===== config.mk =====
export PLATFORM = sky130hd
export DESIGN_NAME = screen_controller
export DESIGN_NICKNAME = d
export VERILOG_FILES = /design/src/rtl/screen_controller.sv
export SDC_FILE = /design/constraint.sdc
export NUM_CORES = 1
export LEC_CHECK = 0
export ABC_AREA = 1
export CAP_MARGIN = 20
export CORE_MARGIN = 1.5
export CORE_UTILIZATION = 42
export CTS_BUF_LIST = sky130_fd_sc_hd__clkbuf_16
export DETAILED_ROUTE_END_ITERATION = 7
export GPL_TIMING_DRIVEN = 0
export PLACE_DENSITY_LB_ADDON = 0.15
export SYNTH_ARGS = -nofsm -noshare
export SYNTH_HDL_FRONTEND = slang
export SYNTH_SLANG_ARGS = --single-unit

===== constraint.sdc =====
create_clock -name pClk -period 4.3 [get_ports pClk]
set_clock_uncertainty 0.2 [all_clocks]
set_input_delay 0.645 -clock pClk [delete_from_list [all_inputs] [get_ports pClk]]
set_output_delay 0.645 -clock pClk [all_outputs]
set_load 0.05 [all_outputs]

===== src/rtl/screen_controller.sv =====
// Battle Tank game-flow FSM and final VGA pixel multiplexer.
// Screen select updates only on frame ticks so screen changes never tear mid-frame.
module screen_controller #(
  parameter int unsigned VIDEO_DELAY     = 2,
  parameter int unsigned WIN_HOLD_FRAMES = 180
) (
  input  logic        pClk,
  input  logic        pReset,
  input  logic        pVideo_on,
  input  logic        pFrame_tick,
  input  logic        pStart,
  input  logic        pTank1_hit,
  input  logic        pTank2_hit,
  input  logic [11:0] pTitle_rgb,
  input  logic [11:0] pGame_rgb,
  input  logic [11:0] pP1win_rgb,
  input  logic [11:0] pP2win_rgb,
  output logic [11:0] pVga_rgb,
  output logic [1:0]  pState,
  output logic        pGame_active
);

  typedef enum logic [1:0] {
    StTitle = 2'd0,
    StPlay  = 2'd1,
    StP1Win = 2'd2,
    StP2Win = 2'd3
  } state_e;

  localparam logic [7:0] HoldMax = 8'(WIN_HOLD_FRAMES);

  state_e      r_state;
  state_e      w_state_next;
  logic        r_start_prev;
  logic        w_start_edge;
  logic [7:0]  r_hold;
  logic        w_hold_done;
  logic        w_in_win;
  logic [1:0]  r_sel;
  logic        r_game_active;
  logic        w_vid_d;
  logic [11:0] w_pix;
  logic [11:0] r_rgb;

  assign w_start_edge = pStart & ~r_start_prev;
  assign w_in_win     = (r_state == StP1Win) || (r_state == StP2Win);
  assign w_hold_done  = (r_hold == HoldMax);

  // start_prev resets high so a button held through reset needs a fresh press.
  always_ff @(posedge pClk) begin
    if (pReset) begin
      r_start_prev <= 1'b1;
    end else begin
      r_start_prev <= pStart;
    end
  end

  always_comb begin
    w_state_next = r_state;
    unique case (r_state)
      StTitle: begin
        if (w_start_edge) w_state_next = StPlay;
      end
      StPlay: begin
        if (pTank1_hit && pTank2_hit) begin
          w_state_next = StTitle;
        end else if (pTank2_hit) begin
          w_state_next = StP1Win;
        end else if (pTank1_hit) begin
          w_state_next = StP2Win;
        end
      end
      StP1Win, StP2Win: begin
        if (w_hold_done && w_start_edge) w_state_next = StTitle;
      end
      default: w_state_next = StTitle;
    endcase
  end

  always_ff @(posedge pClk) begin
    if (pReset) begin
      r_state       <= StTitle;
      r_game_active <= 1'b0;
    end else begin
      r_state       <= w_state_next;
      r_game_active <= (w_state_next == StPlay);
    end
  end

  // Held at zero outside win states, so it is already clear on entry.
  always_ff @(posedge pClk) begin
    if (pReset) begin
      r_hold <= 8'd0;
    end else if (!w_in_win) begin
      r_hold <= 8'd0;
    end else if (pFrame_tick && !w_hold_done) begin
      r_hold <= r_hold + 8'd1;
    end
  end

  // Loads the pre-transition state when a transition coincides with a tick.
  always_ff @(posedge pClk) begin
    if (pReset) begin
      r_sel <= 2'd0;
    end else if (pFrame_tick) begin
      r_sel <= r_state;
    end
  end

  generate
    if (VIDEO_DELAY == 0) begin : g_no_delay
      assign w_vid_d = pVideo_on;
    end else begin : g_delay
      logic [VIDEO_DELAY-1:0] r_vid;
      always_ff @(posedge pClk) begin
        if (pReset) begin
          r_vid <= '0;
        end else begin
          r_vid[0] <= pVideo_on;
          for (int i = 1; i < int'(VIDEO_DELAY); i++) begin
            r_vid[i] <= r_vid[i-1];
          end
        end
      end
      assign w_vid_d = r_vid[VIDEO_DELAY-1];
    end
  endgenerate

  always_comb begin
    w_pix = 12'h000;
    unique case (r_sel)
      2'd0: w_pix = pTitle_rgb;
      2'd1: w_pix = pGame_rgb;
      2'd2: w_pix = pP1win_rgb;
      2'd3: w_pix = pP2win_rgb;
      default: w_pix = 12'h000;
    endcase
  end

  always_ff @(posedge pClk) begin
    if (pReset) begin
      r_rgb <= 12'h000;
    end else begin
      r_rgb <= w_vid_d ? w_pix : 12'h000;
    end
  end

  assign pVga_rgb     = r_rgb;
  assign pState       = r_state;
  assign pGame_active = r_game_active;

endmodule

# After elaboration in Yosys (flattened, before gate mapping)

Cells that the tools add are included.

Input port bits: 55
Output and inout bits: 15
Bits in registers: 28

Add/subtract/negate cells: 1
Bitwise logic cells: 4
Muxes and demuxes: 7
Reductions and logical operators: 10
Eq/ne operators: 8

Operators with widths:

| kind                  | number |
|---|---|
| $pmux W12 S4          | 1 |
| $mux W2               | 5 |
| $add A8 B1 Y8 const B | 1 |
| $eq A2 B2 Y1 const B  | 4 |
| $eq A8 B8 Y1 const B  | 1 |
| $eq A2 B1 Y1 const B  | 3 |
| $pmux W2 S3           | 1 |
| $reduce_or A2 Y1      | 3 |
| $logic_not A2 Y1      | 2 |
| $logic_and A1 B1 Y1   | 3 |
| $not A1 Y1            | 3 |
| $and A1 B1 Y1         | 1 |
| $logic_not A1 Y1      | 1 |
| $logic_or A1 B1 Y1    | 1 |

# Logic depth before layout (Yosys ltp)

Depth after elaboration: 6
Mapped depth: 8
Gate-level depth less buffers: 8

# Worst setup path after synthesis

OpenSTA, ideal clock, no wires.

Path type: register -> output
Start point: reg r_state[1], in the netlist pState[1]
End point: out pState[1]
Required time: 3.455 ns
Cell stages (with the launch flop): 1
Arrival: 0.650 ns
Slack: 2.805 ns
Path through: dfxtp_1

RTL lines:

| what                   | line | RTL |
|---|---|---|
| from (decl)            | 32   | `state_e r_state;` |
| from (signal assigned) | 82   | `r_state <= StTitle;` |
| from (signal assigned) | 85   | `r_state <= w_state_next;` |
| to (decl)              | 19   | `output logic [1:0] pState,` |

No word-level cell between the ends.

# Worst setup path in the final report

Start point: reg r_state[1], in the netlist pState[1]
End point: out pState[1]

No word-level cell between the ends.

==> results.sh <==
export IMPL_drc=0
export IMPL_cp_depth=1
export IMPL_cts_sinks=28
export IMPL_worst_r2r_setup_slack_ps=2660
export IMPL_clk_pin_slew_ps=70
export IMPL_status="complete, no violations"
export IMPL_cts_root_buf="clkbuf_16"
export IMPL_drv_cap=0
export IMPL_reg2reg_to="r_hold[6]"
export IMPL_ys_seq_area_frac=0.408
export IMPL_busiest_layer="met2"
export IMPL_placed_area_um2=2120
export IMPL_required_ps=3450
export IMPL_grt_pass1_wl_um=6150
export IMPL_grt_usage=0.223
export IMPL_core_rowCount=20
export IMPL_avgSynthCellArea_um2=6.80
export IMPL_start_util=0.446
export IMPL_use_met3=0.0411
export IMPL_n_antenna_cell=0
export IMPL_criticalPathCategory="flop to output port"
export IMPL_yosys_top_cells_area="dfxtp_1 41%, nand2_1 16%, o21ai_0 11%"
export IMPL_synth_main_ff_cell="dfxtp_1"
export IMPL_core_um2=3080
export IMPL_met2_usage=0.385
export IMPL_ys_warn_count=0
export IMPL_netlist_area_leader_share=0.408
export IMPL_drive_above_1_share=0.0438
export IMPL_total_power_uw=588
export IMPL_synthTopCellsByCount="60 x nand2_1, 29 x o21ai_0, 28 x dfxtp_1, 18 x inv_1, 16 x nor2_1"
export IMPL_cp_num_buf_inv=1
export IMPL_power_density_nw_per_um2=268
export IMPL_post_place_ws_ps=1930
export IMPL_hp_class="flop to flop"
export IMPL_ys_ff_latch=28
export IMPL_hold_depth=2
export IMPL_num_vias=1570
export IMPL_drt_iter0_drc=76
export IMPL_syn_nets=259
export IMPL_finalCritPeriodShare=0.538
export IMPL_cts_tree="yes"
export IMPL_r2r_start="r_hold[0]"
export IMPL_pin_count=70
export IMPL_critPathMaxStageDelay_ps=820
export IMPL_setup_viol=0
export IMPL_postCtsSetupBuffers=0
export IMPL_place_hpwl_um=2980
export IMPL_slowest_stage="clkdlybuf4s50_1"
export IMPL_wire_per_inst_um=12.7
export IMPL_cts_resized=0
export IMPL_gp_congestion=0.846
export IMPL_irDropWorstVdd_v=0.000178
export IMPL_nets=333
export IMPL_grt_max_degree=15
export IMPL_worstMarginPinSlew_ps=586
export IMPL_fp_dieW_um=60.2
export IMPL_crit_family="buffers and inverters"
export IMPL_crit_chain="clkdlybuf4s50_1"
export IMPL_drv_slew=0
export IMPL_yosysMostFrequentCell="nand2_1"
export IMPL_min_delay_start="g_delay.r_vid[0]"
export IMPL_arrival_ps=1470
export IMPL_synth_edf_count=0
export IMPL_syn_cell_area_um2=1370
export IMPL_drtAntennaViolNets=0
export IMPL_ys_async_sr_fraction=0
export IMPL_setup_tns_ps=0
export IMPL_period_needed_ps=2310
export IMPL_grt_setup_unrepaired="no"
export IMPL_via_per_inst=4.94
export IMPL_crit_fanout=5
export IMPL_clock_latency_ps=260
export IMPL_hold_viol_final=0
export IMPL_gr_total_overflow=0
export IMPL_cts_inserted_buffers=3
export IMPL_min_to="g_delay.r_vid[1]"
export IMPL_rr_worst_depth=7
export IMPL_worst_setup_path_start_kind="flop"
export IMPL_die_area_um2=3620
export IMPL_htree_num_levels=1
export IMPL_synthCells=202
export IMPL_drt_wl_total_um=4030
export IMPL_die_h_um=60.2
export IMPL_io_buffers=69
export IMPL_layout_setup_ws_ps=1990
export IMPL_design_area_um2=2190
export IMPL_syn_to_final_growth_pct=59.7
export IMPL_relSlewSlack=0.608
export IMPL_gr_usage_met1=0.284
export IMPL_antenna_found_initial=0
export IMPL_clock_fmax_mhz=433
export IMPL_drt_first_pass_iters=4
export IMPL_yosys_cell_types_count=20
export IMPL_p_leak_uw=0.000819
export IMPL_first_global_vias=1414
export IMPL_yosysTopAreaCell="dfxtp_1"
export IMPL_cts_hold_buf=0
export IMPL_nFillCells=264
export IMPL_ctsLongestPathBuffers=2
export IMPL_crit_path_end_kind="output port"
[worst reg2reg max path, stage by stage (launching register included)]
cell and delay [ps]:
dfxtp_1 420, inv_1 110, ha_1 200, nand2_1 100, nor2_4 60, a21boi_2 280, nand2_1 100, a21oi_1 120
[worst max path at each step]
stage                          from          end  slack [ps]
after floorplan           pState[1]    pState[1]        2810
after global placement       pReset  pVga_rgb[2]        1960
after detailed placement     pReset  pVga_rgb[5]        1930
after CTS                 pState[1]    pState[1]        1990
after global routing      pState[1]    pState[1]        1950
final                     pState[1]    pState[1]        1990
[power breakdown]
part           switching [µW]  leakage (µW)  internal (µW)  total [µW]
Sequential               3.28      0.000227            266         269
Clock                    88.1     0.0000370            123         212
Combinational            48.5      0.000555           58.7         107
Total                     140      0.000819            448         588
[kinds of logic (layout without fill, tap and decap cells)]
kind of cell    after synthesis  in the layout  synth area share
simple gates                 91             91             0.280
compound gates               54             54             0.214
xor+xnor                      1              1           0.00638
flops                        28             28             0.408
buf+inv                      26             98            0.0738
fa+ha+maj                     2              2            0.0182
[routing by layer]
metal,part of all wire,routed length [µm]
met1,0.44,1770
met2,0.50,2000
met3,0.055,222
met4,0.0079,32
met5,0,0
[per-stage QoR]
stage	hold WS [ps]	std cells	util
global route	237	318	0.713
finish	214	318	0.713
CTS	219	318	0.713
detailed placement	210	315	0.689
floorplan	188	202	-
global placement	198	315	0.689
[registers in the layout (all words and copies together) (netlist names)]
name           flops
g_delay.r_vid      2
pGame_active       1
pState             2
pVga_rgb          12
r_hold             8
r_sel              2
r_start_prev       1
[cell type report]
class / instances / area (µm²) / area share
clock buffers: 3 / 75.1 / 0.0342
plain buffers: 6 / 26.3 / 0.0120
well taps: 44 / 55.1 / 0.0251
repair buffers: 69 / 691 / 0.315
inverters: 20 / 75.1 / 0.0342
multi-input cells: 148 / 712 / 0.324
flip-flops and latches: 28 / 561 / 0.255
[cells in the final DEF (no fill, tap or decap), drive strengths merged, types with 2 or more instances in the layout]
cell | Yosys | layout
nand2 | 63 | 63
nand3 | 8 | 8
clkbuf | 5 | 8
inv | 20 | 20
nand4 | 2 | 2
ha | 2 | 2
dfxtp | 28 | 28
a31oi | 12 | 12
o21ai | 29 | 29
a21boi | 2 | 2
clkdlybuf4s50 | 0 | 69
nor2 | 18 | 18
a21oi | 11 | 11
Power figures use the tool's default switching activity.
